`config.mk`:
```
export PLATFORM = sky130hd
export DESIGN_NAME = awg_cmd_ctrl
export DESIGN_NICKNAME = d
export VERILOG_FILES = /design/src/rtl/awg_cmd_pkg.sv /design/src/rtl/awg_cmd_ctrl_accum.sv /design/src/rtl/awg_cmd_ctrl.sv
export SDC_FILE = /design/constraint.sdc
export NUM_CORES = 1
export LEC_CHECK = 0
export CORE_UTILIZATION = 60
export DETAILED_ROUTE_END_ITERATION = 16
export PLACE_DENSITY_LB_ADDON = 0.15
export SLEW_MARGIN = 20
export SYNTH_ARGS = -nofsm -noshare
export SYNTH_HDL_FRONTEND = slang
export SYNTH_SLANG_ARGS = --single-unit
```
`constraint.sdc`:
```
create_clock -name clk -period 9.1 [get_ports clk]
set_input_delay 2.275 -clock clk [delete_from_list [all_inputs] [get_ports clk]]
set_output_delay 2.275 -clock clk [all_outputs]
set_load 0.1 [all_outputs]
```
`src/rtl/awg_cmd_pkg.sv`:
```
// Shared constants, state and field encodings for the AWG command sequencer.
// Optional idle-timeout abort is enabled by defining CMD_TIMEOUT_EN.
package awg_cmd_pkg;

    localparam logic [7:0] CH_0   = 8'd48;
    localparam logic [7:0] CH_1   = 8'd49;
    localparam logic [7:0] CH_4   = 8'd52;
    localparam logic [7:0] CH_9   = 8'd57;
    localparam logic [7:0] CH_F   = 8'd70;
    localparam logic [7:0] CH_A   = 8'd65;
    localparam logic [7:0] CH_P   = 8'd80;
    localparam logic [7:0] CH_CR  = 8'd13;
    localparam logic [7:0] CH_ESC = 8'd27;

    localparam int ACC_W = 17;

    localparam logic [4:0] WAVE_DEF = 5'd3;
    localparam logic [4:0] WAVE_OFF = 5'd10;
    localparam int         FREQ_DEF = 1;

    typedef enum logic [1:0] {
        ST_IDLE,
        ST_DIGITS,
        ST_APPLY
    } state_t;

    typedef enum logic [1:0] {
        FLD_FREQ,
        FLD_AMP,
        FLD_PHASE
    } fld_t;

    function automatic logic is_digit(input logic [7:0] b);
        return (b >= CH_0) && (b <= CH_9);
    endfunction

endpackage

```
`src/rtl/awg_cmd_ctrl_accum.sv`:
```
// Saturating decimal accumulator: acc = min(acc*10 + digit, max), plus digit count.
// Used by awg_cmd_ctrl (CMD_TIMEOUT_EN does not affect this block).
module awg_dec_accum
    import awg_cmd_pkg::*;
#(
    parameter int CNT_W = 3
) (
    input  logic             clk,
    input  logic             rst,
    input  logic             clr,
    input  logic             digit_valid,
    input  logic [3:0]       digit,
    input  logic [ACC_W-1:0] max,
    output logic [ACC_W-1:0] acc,
    output logic [CNT_W-1:0] count
);

    localparam int WIDE_W = ACC_W + 4;

    logic [WIDE_W-1:0] wide_acc;
    logic [WIDE_W-1:0] nxt;
    logic [ACC_W-1:0]  sat;

    // acc*10 as shift-add; 4 extra bits cover the worst case without wrap
    assign wide_acc = {4'd0, acc};
    assign nxt      = (wide_acc << 3) + (wide_acc << 1)
                    + {{ACC_W{1'b0}}, digit};
    assign sat      = (nxt > {4'd0, max}) ? max : nxt[ACC_W-1:0];

    always_ff @(posedge clk) begin
        if (rst || clr) begin
            acc   <= '0;
            count <= '0;
        end else if (digit_valid) begin
            acc   <= sat;
            count <= count + CNT_W'(1);
        end
    end

endmodule

```
`src/rtl/awg_cmd_ctrl.sv`:
```
// Command sequencer: single-byte waveform select and F/A/P decimal parameter commands.
// Define CMD_TIMEOUT_EN to abandon a partial parameter command after TIMEOUT_CYCLES idle cycles.
module awg_cmd_ctrl
    import awg_cmd_pkg::*;
#(
    parameter int FREQ_W         = 14,
    parameter int AMP_W          = 8,
    parameter int PH_W           = 8,
    parameter int MAX_DIGITS     = 5,
    parameter int TIMEOUT_CYCLES = 50000000
) (
    input  logic              clk,
    input  logic              rst,
    input  logic [7:0]        rx_data,
    input  logic              rx_valid,
    output logic [4:0]        wave_sel,
    output logic [FREQ_W-1:0] freq_word,
    output logic [AMP_W-1:0]  amp,
    output logic [PH_W-1:0]   phase,
    output logic              cfg_update,
    output logic              cmd_err,
    output logic              busy
);

    localparam int CNT_W = $clog2(MAX_DIGITS + 1);

    state_t state, state_n;
    fld_t   tgt, tgt_n;

    logic [ACC_W-1:0] acc;
    logic [ACC_W-1:0] fmax;
    logic [CNT_W-1:0] cnt;

    logic       clr, dv, err, cfg, apply, tmo;
    logic       wave_we;
    logic [4:0] wave_n;

    logic b_wave, b_zero, b_cmd, b_dig, b_cr, b_esc, room;

    assign b_wave = (rx_data >= CH_1) && (rx_data <= CH_4);
    assign b_zero = (rx_data == CH_0);
    assign b_cmd  = (rx_data == CH_F) || (rx_data == CH_A)
                 || (rx_data == CH_P);
    assign b_dig  = is_digit(rx_data);
    assign b_cr   = (rx_data == CH_CR);
    assign b_esc  = (rx_data == CH_ESC);
    assign room   = (cnt != CNT_W'(MAX_DIGITS));
    assign busy   = (state != ST_IDLE);

    always_comb begin
        fmax = '0;
        unique case (tgt)
            FLD_FREQ:  fmax = ACC_W'((64'd1 << FREQ_W) - 64'd1);
            FLD_AMP:   fmax = ACC_W'((64'd1 << AMP_W) - 64'd1);
            FLD_PHASE: fmax = ACC_W'((64'd1 << PH_W) - 64'd1);
            default:   fmax = '0;
        endcase
    end

    awg_dec_accum #(
        .CNT_W(CNT_W)
    ) u_accum (
        .clk        (clk),
        .rst        (rst),
        .clr        (clr),
        .digit_valid(dv),
        .digit      (rx_data[3:0]),
        .max        (fmax),
        .acc        (acc),
        .count      (cnt)
    );

`ifdef CMD_TIMEOUT_EN
    logic [31:0] idle_cnt;

    assign tmo = (state == ST_DIGITS) && !rx_valid
              && (idle_cnt == 32'(TIMEOUT_CYCLES - 1));

    always_ff @(posedge clk) begin
        if (rst || rx_valid || state != ST_DIGITS || tmo) begin
            idle_cnt <= '0;
        end else begin
            idle_cnt <= idle_cnt + 32'd1;
        end
    end
`else
    wire unused_timeout = (TIMEOUT_CYCLES == 0);
    assign tmo = 1'b0;
`endif

    always_ff @(posedge clk) begin
        if (rst) begin
            state <= ST_IDLE;
            tgt   <= FLD_FREQ;
        end else begin
            state <= state_n;
            tgt   <= tgt_n;
        end
    end

    always_comb begin
        state_n = state;
        tgt_n   = tgt;
        clr     = 1'b0;
        dv      = 1'b0;
        err     = 1'b0;
        cfg     = 1'b0;
        apply   = 1'b0;
        wave_we = 1'b0;
        wave_n  = wave_sel;

        unique case (state)
            ST_IDLE: ;
            ST_APPLY: begin
                apply   = 1'b1;
                state_n = ST_IDLE;
            end
            ST_DIGITS: begin
                if (tmo) begin
                    err     = 1'b1;
                    state_n = ST_IDLE;
                end else if (rx_valid) begin
                    unique case (1'b1)
                        b_dig && room:  dv = 1'b1;
                        b_cr && cnt != '0: begin
                            cfg     = 1'b1;
                            state_n = ST_APPLY;
                        end
                        b_esc: state_n = ST_IDLE;
                        default: begin
                            err     = 1'b1;
                            state_n = ST_IDLE;
                        end
                    endcase
                end
            end
            default: state_n = ST_IDLE;
        endcase

        // APPLY consumes no byte, so a byte landing there is decoded as in IDLE
        if (rx_valid && (state == ST_IDLE || state == ST_APPLY)) begin
            unique case (1'b1)
                b_wave: begin
                    wave_we = 1'b1;
                    wave_n  = 5'(rx_data - CH_1);
                end
                b_zero: begin
                    wave_we = 1'b1;
                    wave_n  = WAVE_OFF;
                end
                b_cmd: begin
                    clr     = 1'b1;
                    state_n = ST_DIGITS;
                    unique case (1'b1)
                        rx_data == CH_A: tgt_n = FLD_AMP;
                        rx_data == CH_P: tgt_n = FLD_PHASE;
                        default:         tgt_n = FLD_FREQ;
                    endcase
                end
                default: ;
            endcase
        end
    end

    always_ff @(posedge clk) begin
        if (rst) begin
            wave_sel   <= WAVE_DEF;
            freq_word  <= FREQ_W'(FREQ_DEF);
            amp        <= '1;
            phase      <= '0;
            cfg_update <= 1'b0;
            cmd_err    <= 1'b0;
        end else begin
            cfg_update <= cfg || wave_we;
            cmd_err    <= err;
            if (wave_we) wave_sel <= wave_n;
            if (apply) begin
                unique case (tgt)
                    FLD_FREQ:  freq_word <= acc[FREQ_W-1:0];
                    FLD_AMP:   amp       <= acc[AMP_W-1:0];
                    FLD_PHASE: phase     <= acc[PH_W-1:0];
                    default: ;
                endcase
            end
        end
    end

endmodule
```
### Word level (Yosys, flattened, before mapping)

Index checks and enable logic that the tools add are counted.

* add/sub/neg operators: 4
* magnitude comparators: 5
* equality and inequality tests: 11
* mux-type cells: 21
* bitwise logic cells: 2
* reduce and logical (&&, ||, !) cells: 24

Operators by type and width (number)
* $pmux W14 S2: 1
* $eq A8 B7 Y1 const B: 3
* $add A20 B18 Y21: 1
* $add A21 B4 Y21: 1
* $gt A21 B14 Y1: 1
* $mux W17: 1
* $ge A8 B6 Y1 const B: 2
* $le A8 B6 Y1 const B: 2
* $mux W1: 12
* $pmux W2 S2: 3
* $pmux W5 S2: 1
* $eq A8 B4 Y1 const B: 1
* $eq A8 B5 Y1 const B: 1
* $eq A8 B6 Y1 const B: 1
* $reduce_and A2 Y1: 4
* $mux W2: 3
* $reduce_or A3 Y1: 2
* $logic_and A1 B1 Y1: 5
* $logic_or A1 B1 Y1: 5
* $sub A5 B5 Y5 const B: 1
* $eq A2 B1 Y1 const B: 2
* $eq A2 B2 Y1 const B: 2
* $logic_not A2 Y1: 2
* $reduce_bool A2 Y1: 2
* 6 further kinds: 8

* flip-flop bits (word level): 61
* input port bits: 11
* output and inout port bits: 38
* logic and storage cells: 77

### Longest topological paths before layout

Gate-level depths: netlist (run 1).

* word-level depth: 8
* mapped depth: 22
* depth with buffers taken out: 21

### Modules after synthesis

From an unflattened synthesis (run 1), not the netlist that was laid out.

* cell total of the unflattened synthesis: 495
* area total of the unflattened synthesis: 4164.0 sq um

Modules (own cells, without submodules)
* awg_dec_accum: instances 1, cells an instance 306, area an instance 2431.1 sq um, seq. area each 400.4 sq um
* awg_cmd_ctrl: instances 1, cells an instance 189, area an instance 1732.9 sq um, seq. area each 820.8 sq um

### Worst setup path after synthesis (run 1)

Ideal clock, no wire load.

* path type: in2reg
* start: in rx_data[3]
* end: reg u_accum.acc[0]
* setup time: 0.123 ns
* arrival time: 6.772 ns
* data required time: 8.977 ns
* setup slack: 2.206 ns
* stages: 21
* path buffers: 0
* path through: inv_1 -> fa_1 -> inv_1 -> ha_1 -> a21oi_1 -> nor2_1 -> o311a_1 -> nand2b_1 -> or3b_2 -> xnor2_1 -> inv_1 -> ha_1 -> nand2_1 -> or4_1 -> nor2_1 -> o21ai_0 -> nor4_1 -> o21ai_1 -> nor4_4 -> nor2_2 -> a221o_2

* word-level cells in the longest chain between the ends: 6
* elaborated cells on any way between the ends: 18
* classes of those cells: 1 x add/sub; 3 x order compare; 3 x eq/ne; 6 x mux; 5 x reduce/logical

RTL lines
* from (decl): line awg_cmd_ctrl.sv:14 `input logic [7:0] rx_data,`
* parallel branches: the longest is 6 deep, another holds $add A21 B4 Y21
* to (signal assigned): line awg_cmd_ctrl_accum.sv:35 `acc <= sat;`
* to (decl): line awg_cmd_ctrl_accum.sv:14 `output logic [ACC_W-1:0] acc,`

Several ways; the timed one is not identified.
A chain may end at the register's enable or synchronous reset.

### Worst setup path in the final report (run 1)

* start: in rx_data[3]
* end: reg u_accum.acc[1]

Same word-level chain as after synthesis.

==> metrics.md, run 1 <==
| Metric | Value |
|---|---|
| Outcome | finished with violations |
| Violations in the final reports | DRC |
| Initial antenna violation count | 0 |
| First-pass GRT wire length | roughly 17000 µm |
| Accumulated negative setup slack | 0 ns |
| Worst setup path class | in -> reg |
| Clock transition at the registers of the reported paths | roughly 0.06 ns |
| WL final | 10100 µm |
| Smallest setup slack after layout | 1.15 ns |
| Required time of the worst setup path | about 9.4 ns |
| Overall Global Routing Usage | 0.300 |
| Delay of the slowest cell on the worst path | ~0.60 ns |
| Power density over the cells | about 120 mW/mm² |
| Arrival time of data at the critical path endpoint | just over 8 ns |
| Portion of total power attributed to sequential cells | 0.452 |
| Total placed instance area | between 0.004 and 0.005 mm² |
| FP Rows | 29 |
| Final Hold Fails | 0 |
| Final setup violation count | 0 |
| Summed instance area of the synthesized netlist | between 0.004 and 0.005 mm² |
| Final Slew Violations | 0 |
| Time the worst path needs with I/O delays and setup | 7.95 ns |
| Largest vdd supply drop | roughly 0.12 mV |
| Crit-path cells | clkdlybuf4s50_1 -> inv_1 -> fa_1 -> inv_1 -> ha_1 -> a21oi_1 -> nor2_1 -> o311a_1 -> nand2b_1 -> or3b_2 -> xnor2_1 -> inv_1 -> ha_1 -> nand2_1 -> or4_1 -> nor2_1 -> o21ai_0 -> nor4_1 -> o21ai_1 -> nor4_4 -> and3_1 -> a221o_2 |
| EDFF count, synth | 0 |
| Count of buffers from port buffering | between 40 and 50 |
| CP max-delay cell | fa_1 |
| # diodes | 0 |
| Most frequent standard cell in the layout excluding fill and tap cells | dfxtp_1 |
| Clock network fraction of design power | 0.506 |
| Family with the most delay on the worst path | simple AND/OR/NAND/NOR gates |
| Maximum Capacitance Violations | 0 |
| Clk sink count | just over 60 |
| Floorplan die height | approximately 84 µm |
| HP Class | reg -> reg |
| Num CTS Buffers | 9 |
| Worst-margin pin slew | between 0.9 and 1 ns |
| Vias per cell | ~6 |
| Total global routing overflow | 0 |
| Main flop type after synthesis | dfxtp_1 |
| Iteration count of the initial detailed-routing pass | 11 |
| Maximum fanout encountered on the critical timing path | 10 |
| Fillers | 483 |
| Layout Cell Area excl Fill | about 0.0048 mm² |
| Routability cong. | between 0.8 and 0.9 |
| Static leakage | 2.13 nW |
| Number of gates resized after CTS | 0 |
| Cell variety after synth | slightly below 60 |
| Worst hold path startpoint | freq_word[10]$_SDFFE_PP0P_ |
| Clock tree from TritonCTS | yes |
| Chip width | between 80 and 90 µm |
| HPWL after detailed placement | about 7600 µm |
| Number of buffers and inverters on the critical path | 4 |
| RSZ-0062 raised after global routing | no |
| Sort of element at the end of the critical path | flop |
| Pin count of the biggest net entering global routing | 44 |
| Startpoint kind of the worst setup timing path | input port |
| Remaining DRCs | 6 |
| Fraction of synthesis flops using an asynchronous set or reset pin | 0 |
| Number of global-route vias before repair | 3619 |
| Most common cell on crit path | inv_1 |
| Cells after synthesis | 482 |
| H-tree levels | 3 |
| Avg Inst Size Synth | between 8 and 9 µm² |
| Area growth from synthesis to final layout | 18.7% |
| Post-CTS setup-driven buffer insertion count | 0 |
| Routed wirelength normalized by instance count | 16.7 µm |
| Remaining max-slew budget at the tightest pin | 0.340 |
| Root buffer cell | clkbuf_8 |
| Die area | between 0.007 and 0.008 mm² |
| FMAX | between 100 and 150 MHz |
| Int Pwr | between 0.4 and 0.5 mW |
| Worst reg2reg path startpoint | u_accum.acc[0]$_SDFFE_PP0P_ |
| Number of synthesized register bits | between 60 and 70 |
| Source of the critical timing path | rx_data[3] |
| Largest buffer count on any clock path | 2 |
| Clock latency on the worst-skew pair | ~0.34 ns |
| Number of buffers inserted by hold repair at cts | 0 |
| Post-placement setup slack | approximately 0.96 ns |
| Share of post-route cells with drive strength above 1 | 0.0718 |
| Count of synthesis-stage warnings from yosys | 0 |
| Share of the yosys chip area belonging to registers | 0.301 |
| Synthesized netlist net count | between 500 and 600 |
| Final nets | about 600 |
| Floorplan Core Area | between 0.006 and 0.007 mm² |
| Combinational group share of total power | 0.042 |
| IO Count | 49 |
| Clk_skew | between 0.008 and 0.009 ns |
| Number of vias after detailed routing | approximately 3700 |
| Iteration-0 DRC Markers | between 200 and 250 |
| Final cycle utilization of the critical path | 0.874 |
| Initial core utilization | 0.632 |
| Remaining antenna violation count after routing | 0 |
| Switching pwr | ~0.12 mW |
| Top library cells by usage in the layout, fill and taps aside | dfxtp_1 (61), ha_1 (55), clkdlybuf4s50_1 (48) |
| Switching power as a share of total power | 0.203 |
## Yosys cell counts, types with 7 or more instances
master    count  area share
dfxtp_1      61        0.30
ha_1         55        0.17
nand2_1      47       0.043
nor2_1       47       0.043
a21oi_1      43       0.053
inv_1        24       0.022
clkbuf_1     15       0.014
o21ai_0      15       0.019
nor2b_1      13       0.020
mux2i_1      12       0.030
nand2b_1     12       0.019
a211o_1      11       0.024
nand3_1      11       0.014
nor3_1       10       0.012
xor2_1        8       0.017
a221o_2       7       0.019
a31oi_1       7       0.011
xnor2_1       7       0.015
## area by class of cell
type | count | area [µm²] | area share
timing repair buffer | 52 | 510 | 0.106
inverter | 24 | 90.1 | 0.0187
tap | 77 | 96.3 | 0.0200
clock buffer | 11 | 151 | 0.0314
multi-input combinational | 377 | 2650 | 0.551
sequential | 61 | 1220 | 0.253
clock inverter | 4 | 95.1 | 0.0197
## stage by stage
| step | utilization | hold slack, ns | total power [mW] | cells |
|---|---|---|---|---|
| after floorplan | - | 0.464 | 0.288 | 482 |
| after global placement | 0.712 | 0.443 | 0.297 | 591 |
| after detailed placement | 0.712 | 0.447 | 0.298 | 591 |
| after CTS | 0.750 | 0.456 | 0.592 | 606 |
| after global routing | 0.750 | 0.487 | 0.606 | 606 |
| final | 0.750 | 0.454 | 0.591 | 606 |
## layer usage
layer  up-vias  share of wire  GRT usage
met5         -              0          0
met2        97           0.50      0.525
met3        35          0.041     0.0560
met1      1755           0.43      0.353
li1       1806              -          -
met4         0          0.032      0.147
## flip-flops by register name (all words and copies together) (netlist names)
name and flops:
state 2, u_accum.acc 17, cfg_update 1, freq_word 14, phase 8, u_accum.count 3
tgt 2, wave_sel 5, cmd_err 1, amp 8
## power groups by stage
stage	clock [mW]	combinational [mW]	sequential, mW
after floorplan	0	0.0133	0.274
after global placement	0	0.0237	0.273
after detailed placement	0	0.0242	0.273
after CTS	0.300	0.0244	0.267
after global routing	0.312	0.0270	0.267
final	0.299	0.0247	0.267
## cells by family after synthesis
family,Yosys count,synth area share
mux,13,0.0324
compound gates,119,0.198
fa+ha+maj,57,0.179
xor+xnor,15,0.0324
buf+inv,44,0.0450
flops,61,0.301
simple gates,173,0.212
## worst min-delay path: cells and delay by family, from the launching register on
kind | cells | cell delay, ns
compound gates | 1 | 0.05
flops | 1 | 0.31
simple gates | 1 | 0.05
## worst paths after layout
check                                      to  depth (start not counted)  slack, ns
setup reg to reg  u_accum.acc[1]$_SDFFE_PP0P_                         21       3.18
hold reg to reg    freq_word[10]$_SDFFE_PP0P_                          2       0.45
hold / removal     freq_word[10]$_SDFFE_PP0P_                          2       0.45
setup / recovery  u_accum.acc[1]$_SDFFE_PP0P_                         22       1.15
(Power assumes the default switching activity.)
==> inputs of run 2 (changes only) <==
Settings changed: GPL_TIMING_DRIVEN from default to 1, REMOVE_ABC_BUFFERS from default to 1.
==> metrics.md, run 2 (same netlist as run 1, synthesis figures left out) <==
| Metric | Value |
|---|---|
| Remaining max-slew budget at the tightest pin | 0.249 (-0.0911) |
| Startpoint kind of the worst setup timing path | input port |
| Routability cong. | 0.939 (+5.5%) |
| Register bank with the most flops | u_accum.acc |
| IO Count | 49 (unchanged) |
| Maximum Capacitance Violations | 0 (unchanged) |
| Violations in the final reports | DRC |
| Initial antenna violation count | 0 (unchanged) |
| Met2 track demand over resource | 0.481 (-0.0432) |
| Clock latency on the worst-skew pair | 0.34 ns (about the same) |
| Share of post-route cells with drive strength above 1 | 0.0737 (+0.00189) |
| Most frequent standard cell in the layout excluding fill and tap cells | dfxtp_1 |
| Fillers | 481 (-0.41%) |
| Arrival time of data at the critical path endpoint | 8.11 ns (-0.13 ns) |
| Clk sink count | 61 (unchanged) |
| Delay of the slowest cell on the worst path | 0.62 ns (+0.02 ns) |
| Sort of element at the end of the critical path | flop |
| Accumulated negative setup slack | 0 ns (unchanged) |
| Root buffer cell | clkbuf_8 |
| Number of vias after detailed routing | 3657 (-0.97%) |
| Count of buffers from port buffering | 48 (unchanged) |
| Global routing's busiest layer | met2 |
| Chip width | 84.2 µm (unchanged) |
| Worst-margin pin slew | 1.12 ns (+0.135 ns) |
| Iteration count of the initial detailed-routing pass | 12 (+1) |
| Num CTS Buffers | 9 (unchanged) |
| H-tree levels | 3 (unchanged) |
| Crit-path cells | clkdlybuf4s50_1 -> inv_1 -> fa_1 -> inv_1 -> ha_1 -> a21oi_1 -> nor2_1 -> o311a_1 -> nand2b_1 -> or3b_2 -> xnor2_1 -> inv_1 -> ha_1 -> nand2_1 -> or4_1 -> nor2_1 -> o21ai_0 -> nor4_1 -> o21ai_1 -> nor4_4 -> and3_1 -> a221o_2 |
| Number of global-route vias before repair | 3396 (-6.2%) |
| Floorplan Core Area | 0.00642 mm² (unchanged) |
| Registers with the highest flip-flop counts | u_accum.acc (17), freq_word (14) |
| Post-CTS setup-driven buffer insertion count | 0 (unchanged) |
| WL final | 9660 µm (-4.8%) |
| Outcome | finished with violations |
| Most common cell on crit path | inv_1 |
| Remaining DRCs | 6 (unchanged) |
| Worst hold path startpoint | freq_word[13]$_SDFFE_PP0P_ |
| Met1 global-route usage | 0.352 (-0.00126) |
| Final Slew Violations | 0 (unchanged) |
| Largest buffer count on any clock path | 2 (unchanged) |
| Maximum fanout encountered on the critical timing path | 10 (unchanged) |
| Routed wirelength normalized by instance count | 15.9 µm (-4.8%) |
| Die area | 0.00710 mm² (unchanged) |
| Max FFs per register | 17 (unchanged) |
| Source of the critical timing path | rx_data[3] |
| Top library cells by usage in the layout, fill and taps aside | dfxtp_1 (61), ha_1 (55), clkdlybuf4s50_1 (48) |
| Final hold slack | 0.454 ns (-0.000180 ns) |
| Power density over the cells | 117 mW/mm² (-4.3%) |
| CP max-delay cell | fa_1 |
| Time the worst path needs with I/O delays and setup | 7.82 ns (-0.129 ns) |
| HPWL after detailed placement | 6850 µm (-10%) |
| HP Class | reg -> reg |
| Number of gates resized after CTS | 0 (unchanged) |
| FMAX | 128 MHz (+1.7%) |
| Number of buffers and inverters on the critical path | 4 (unchanged) |
| Overall Global Routing Usage | 0.282 (-0.0182) |
| Clock transition at the registers of the reported paths | 0.08 ns (+0.02 ns) |
| Clk_skew | 0.00881 ns (+0.000536 ns) |
| Worst setup path class | in -> reg |
| Family with the most delay on the worst path | simple AND/OR/NAND/NOR gates |
| Post-layout power | 0.562 mW (-4.9%) |
| Area growth from synthesis to final layout | 18.0% |
| FP Rows | 29 (unchanged) |
| Number of buffers inserted by hold repair at cts | 0 (unchanged) |
| First-pass GRT wire length | 15800 µm (-5.7%) |
| RSZ-0062 raised after global routing | no |
| Worst reg2reg path startpoint | u_accum.acc[2]$_SDFFE_PP0P_ |
| Total global routing overflow | 0 (unchanged) |
| Final cycle utilization of the critical path | 0.860 (-0.0142) |
| Floorplan die height | 84.2 µm (unchanged) |
| Iteration-0 DRC Markers | 284 (+38%) |
| Required time of the worst setup path | 9.39 ns (about the same) |
| Met3 GRT Util | 0.0521 (-0.00393) |
| Vias per cell | 6.03 (-0.97%) |
| Largest vdd supply drop | 0.144 mV (+24%) |
| Pin count of the biggest net entering global routing | 44 (unchanged) |
| Final Hold Fails | 0 (unchanged) |
| Final setup violation count | 0 (unchanged) |
| Clock tree from TritonCTS | yes |
| Static leakage | 2.10 nW (-1.5%) |
| Initial core utilization | 0.632 (unchanged) |
| # diodes | 0 (unchanged) |
| Remaining antenna violation count after routing | 0 (unchanged) |
| Final nets | 592 (-0.17%) |
## run 2: per-stage QoR
stage	worst slack, ns	cells	util	area [µm²]
global placement	1.26	590	0.711	4570
floorplan	2.21	462	-	3970
CTS	1.38	606	0.745	4780
detailed placement	1.05	590	0.711	4570
finish	1.28	606	0.745	4790
global route	0.860	606	0.745	4790
## run 2: final timing paths
| check | endpoint | slack [ns] | cells past startpoint |
|---|---|---|---|
| worst min-delay path | freq_word[13]$_SDFFE_PP0P_ | 0.45 | 2 |
| worst max register to register | u_accum.acc[3]$_SDFFE_PP0P_ | 3.42 | 21 |
| worst max-delay path | u_accum.acc[3]$_SDFFE_PP0P_ | 1.28 | 22 |
| worst min register to register | freq_word[13]$_SDFFE_PP0P_ | 0.45 | 2 |
## run 2: tightest hold or removal path: stages (launching register included)
cell	delay [ns]
dfxtp_1	0.31
nand2_1	0.05
a21oi_1	0.05
## run 2: area by class of cell
cell class / count / area, µm² / area share
clock inverter: 6 / 87.6 / 0.0183
sequential: 61 / 1220 / 0.255
timing repair buffer: 51 / 503 / 0.105
multi-input combinational: 377 / 2660 / 0.556
clock buffer: 10 / 128 / 0.0267
inverter: 24 / 90.1 / 0.0188
tap: 77 / 96.3 / 0.0201
## run 2: routing by layer
layer / wire, µm / part of all wire / vias up
met3: 533 / 0.055 / 21
met5: 0 / 0 / -
met2: 4530 / 0.47 / 124
met1: 4350 / 0.45 / 1704
met4: 250 / 0.026 / 0
li1: - / - / 1808
## run 2: power breakdown
group          leakage [nW]  switching (mW)  internal (mW)
sequential            0.492        0.000131          0.267
combinational          1.51          0.0155        0.00930
clock                0.0985           0.117          0.154
total                  2.10           0.132          0.430
==> inputs of run 3 (changes only) <==
Settings changed: PLACE_DENSITY_LB_ADDON 0.15 to 0.05.
==> metrics.md, run 3 (same netlist as run 1, synthesis figures left out) <==
| Metric | Value |
|---|---|
| Number of cells traversed by the worst register-to-register path | 21 (unchanged) |
| Total global routing overflow | 0 (unchanged) |
| Worst reg2reg path endpoint | u_accum.acc[2]$_SDFFE_PP0P_ |
| Remaining DRCs | 4 (-2) |
| Clock tree from TritonCTS | yes |
| Root buffer cell | clkbuf_8 |
| Number of gates resized after CTS | 0 (unchanged) |
| Violations in the final reports | DRC |
| Post-placement setup slack | 1.04 ns (-0.0128 ns) |
| Layout Cell Area excl Fill | 0.00479 mm² (+0.10%) |
| Initial core utilization | 0.632 (unchanged) |
| Overall Global Routing Usage | 0.279 (-0.00320) |
| FP Rows | 29 (unchanged) |
| Final Slew Violations | 0 (unchanged) |
| Remaining antenna violation count after routing | 0 (unchanged) |
| WL final | 9350 µm (-3.2%) |
| Final setup violation count | 0 (unchanged) |
| Worst hold path startpoint | freq_word[7]$_SDFFE_PP0P_ |
| Max FFs per register | 17 (unchanged) |
| Registers with the highest flip-flop counts | u_accum.acc (17), freq_word (14) |
| End of the worst hold path | freq_word[7]$_SDFFE_PP0P_ |
| Final cycle utilization of the critical path | 0.847 (-0.0124) |
| Most common cell on crit path | inv_1 |
| Count of buffers from port buffering | 48 (unchanged) |
| Iteration-0 DRC Markers | 144 (-49%) |
| # diodes | 0 (unchanged) |
| Largest vdd supply drop | 0.104 mV (-28%) |
| Routed wirelength normalized by instance count | 15.4 µm (-3.2%) |
| Required time of the worst setup path | 9.33 ns (-0.06 ns) |
| Outcome | finished with violations |
| Total placed instance area | 0.00457 mm² (unchanged) |
| Startpoint kind of the worst setup timing path | input port |
| Accumulated negative setup slack | 0 ns (unchanged) |
| Clk_skew | 0.00918 ns (+0.000367 ns) |
| Post-CTS setup-driven buffer insertion count | 0 (unchanged) |
| Number of global-route vias before repair | 3408 (+0.35%) |
| HPWL after detailed placement | 6850 µm (about the same) |
| Sort of element at the end of the critical path | flop |
| Most frequent standard cell in the layout excluding fill and tap cells | dfxtp_1 |
| Fillers | 476 (-1.0%) |
| Largest buffer count on any clock path | 2 (unchanged) |
| IO Count | 49 (unchanged) |
| Top library cells by usage in the layout, fill and taps aside | dfxtp_1 (61), ha_1 (55), clkdlybuf4s50_1 (48) |
| Area growth from synthesis to final layout | 18.1% |
| Number of buffers and inverters on the critical path | 4 (unchanged) |
| Crit-path cells | clkdlybuf4s50_1 -> inv_1 -> fa_1 -> inv_1 -> ha_1 -> a21oi_1 -> nor2_1 -> o311a_1 -> nand2b_1 -> or3b_2 -> xnor2_1 -> inv_1 -> ha_1 -> nand2_1 -> or4_1 -> nor2_1 -> o21ai_0 -> nor4_1 -> o21ai_1 -> nor4_4 -> nor2_2 -> a221o_2 |
| CP max-delay cell | fa_1 |
| Time the worst path needs with I/O delays and setup | 7.71 ns (-0.113 ns) |
| Clock latency on the worst-skew pair | 0.35 ns (about the same) |
| Iteration count of the initial detailed-routing pass | 11 (-1) |
| Non-filler instance count after layout | 606 (unchanged) |
| Arrival time of data at the critical path endpoint | 7.94 ns (-0.17 ns) |
| Min-Delay Path Depth | 2 (unchanged) |
| Num CTS Buffers | 9 (unchanged) |
| Worst-margin pin slew | 0.982 ns (-0.139 ns) |
| First-pass GRT wire length | 15700 µm (-0.61%) |
| Chip width | 84.2 µm (unchanged) |
| Delay of the slowest cell on the worst path | 0.61 ns (about the same) |
| Number of buffers inserted by hold repair at cts | 0 (unchanged) |
| Maximum fanout encountered on the critical timing path | 10 (unchanged) |
| Final nets | 592 (unchanged) |
| Clk sink count | 61 (unchanged) |
| Vias per cell | 5.90 (-2.3%) |
| Worst reg2reg path startpoint | u_accum.acc[2]$_SDFFE_PP0P_ |
| Maximum Capacitance Violations | 0 (unchanged) |
| Final core utilization | 0.746 (+0.000779) |
| Register bank with the most flops | u_accum.acc |
| RSZ-0062 raised after global routing | no |
| FMAX | 130 MHz (+1.5%) |
| Final Hold Fails | 0 (unchanged) |
| Floorplan Core Area | 0.00642 mm² (unchanged) |
| Power density over the cells | 117 mW/mm² (-0.53%) |
| Minimum setup slack among reg-to-reg paths | 3.53 ns (+0.11 ns) |
| Static leakage | 2.10 nW (+0.40%) |
| HP Class | reg -> reg |
| Worst setup path class | in -> reg |
| Clock transition at the registers of the reported paths | 0.07 ns (about the same) |
| Share of post-route cells with drive strength above 1 | 0.0737 (unchanged) |
| Pin count of the biggest net entering global routing | 44 (unchanged) |
| Number of vias after detailed routing | 3574 (-2.3%) |
| Floorplan die height | 84.2 µm (unchanged) |
| Initial antenna violation count | 0 (unchanged) |
| Family with the most delay on the worst path | simple AND/OR/NAND/NOR gates |
| Number of cells after detailed placement | 590 (unchanged) |
| H-tree levels | 3 (unchanged) |
| Die area | 0.00710 mm² (unchanged) |
| Routability cong. | 0.930 (-0.98%) |
| Remaining max-slew budget at the tightest pin | 0.343 (+0.0942) |
| Smallest setup slack after layout | 1.39 ns (+0.113 ns) |
## run 3: cell types whose count changed in the layout (fill, tap and decap cells not counted)
cell        delta
clkinv_2       +1
clkinvlp_4     -2
inv_6          +1
nor3b_2        -1
nor3b_4        +1
## run 3: metal layers
layer	GRT usage	vias up	share of wire
li1	-	1817	-
met1	0.351	1650	0.46
met2	0.478	95	0.48
met3	0.0393	12	0.043
met4	0.118	0	0.017
met5	0	-	0
## run 3: cell type report
type,instances,area (µm²),share of cell area
clock buffers,10,128,0.0266
multi-input cells,377,2670,0.557
inverters,24,90.1,0.0188
repair buffers,51,503,0.105
flip-flops and latches,61,1220,0.255
clock inverters,6,86.3,0.0180
well taps,77,96.3,0.0201
## run 3: how the worst max path moves through the flow
stage	startpoint	end	cells past startpoint
2_1_floorplan	rx_data[3]	u_accum.acc[0]$_SDFFE_PP0P_	21
4_1_cts	rx_data[3]	u_accum.acc[2]$_SDFFE_PP0P_	22
3_5_place_dp	rx_data[3]	u_accum.acc[2]$_SDFFE_PP0P_	22
3_3_place_gp	rx_data[3]	u_accum.acc[1]$_SDFFE_PP0P_	22
6_report	rx_data[3]	u_accum.acc[2]$_SDFFE_PP0P_	22
5_1_grt	rx_data[3]	u_accum.acc[9]$_SDFFE_PP0P_	22
## run 3: metrics by stage
stage	hold slack, ns	total power [mW]
after global routing	0.471	0.576
after global placement	0.441	0.297
after detailed placement	0.445	0.298
after CTS	0.456	0.564
after floorplan	0.460	0.284
final	0.453	0.560
## run 3: worst min-delay path, stage by stage (launching register included)
cell and delay, ns:
dfxtp_1 0.31, nand2_1 0.05, a21oi_1 0.05
## run 3: power by group
part | total, mW | switching (mW) | internal (mW)
clock | 0.268 | 0.114 | 0.154
sequential | 0.267 | 0.000129 | 0.267
combinational | 0.0246 | 0.0155 | 0.00915
total | 0.560 | 0.130 | 0.430
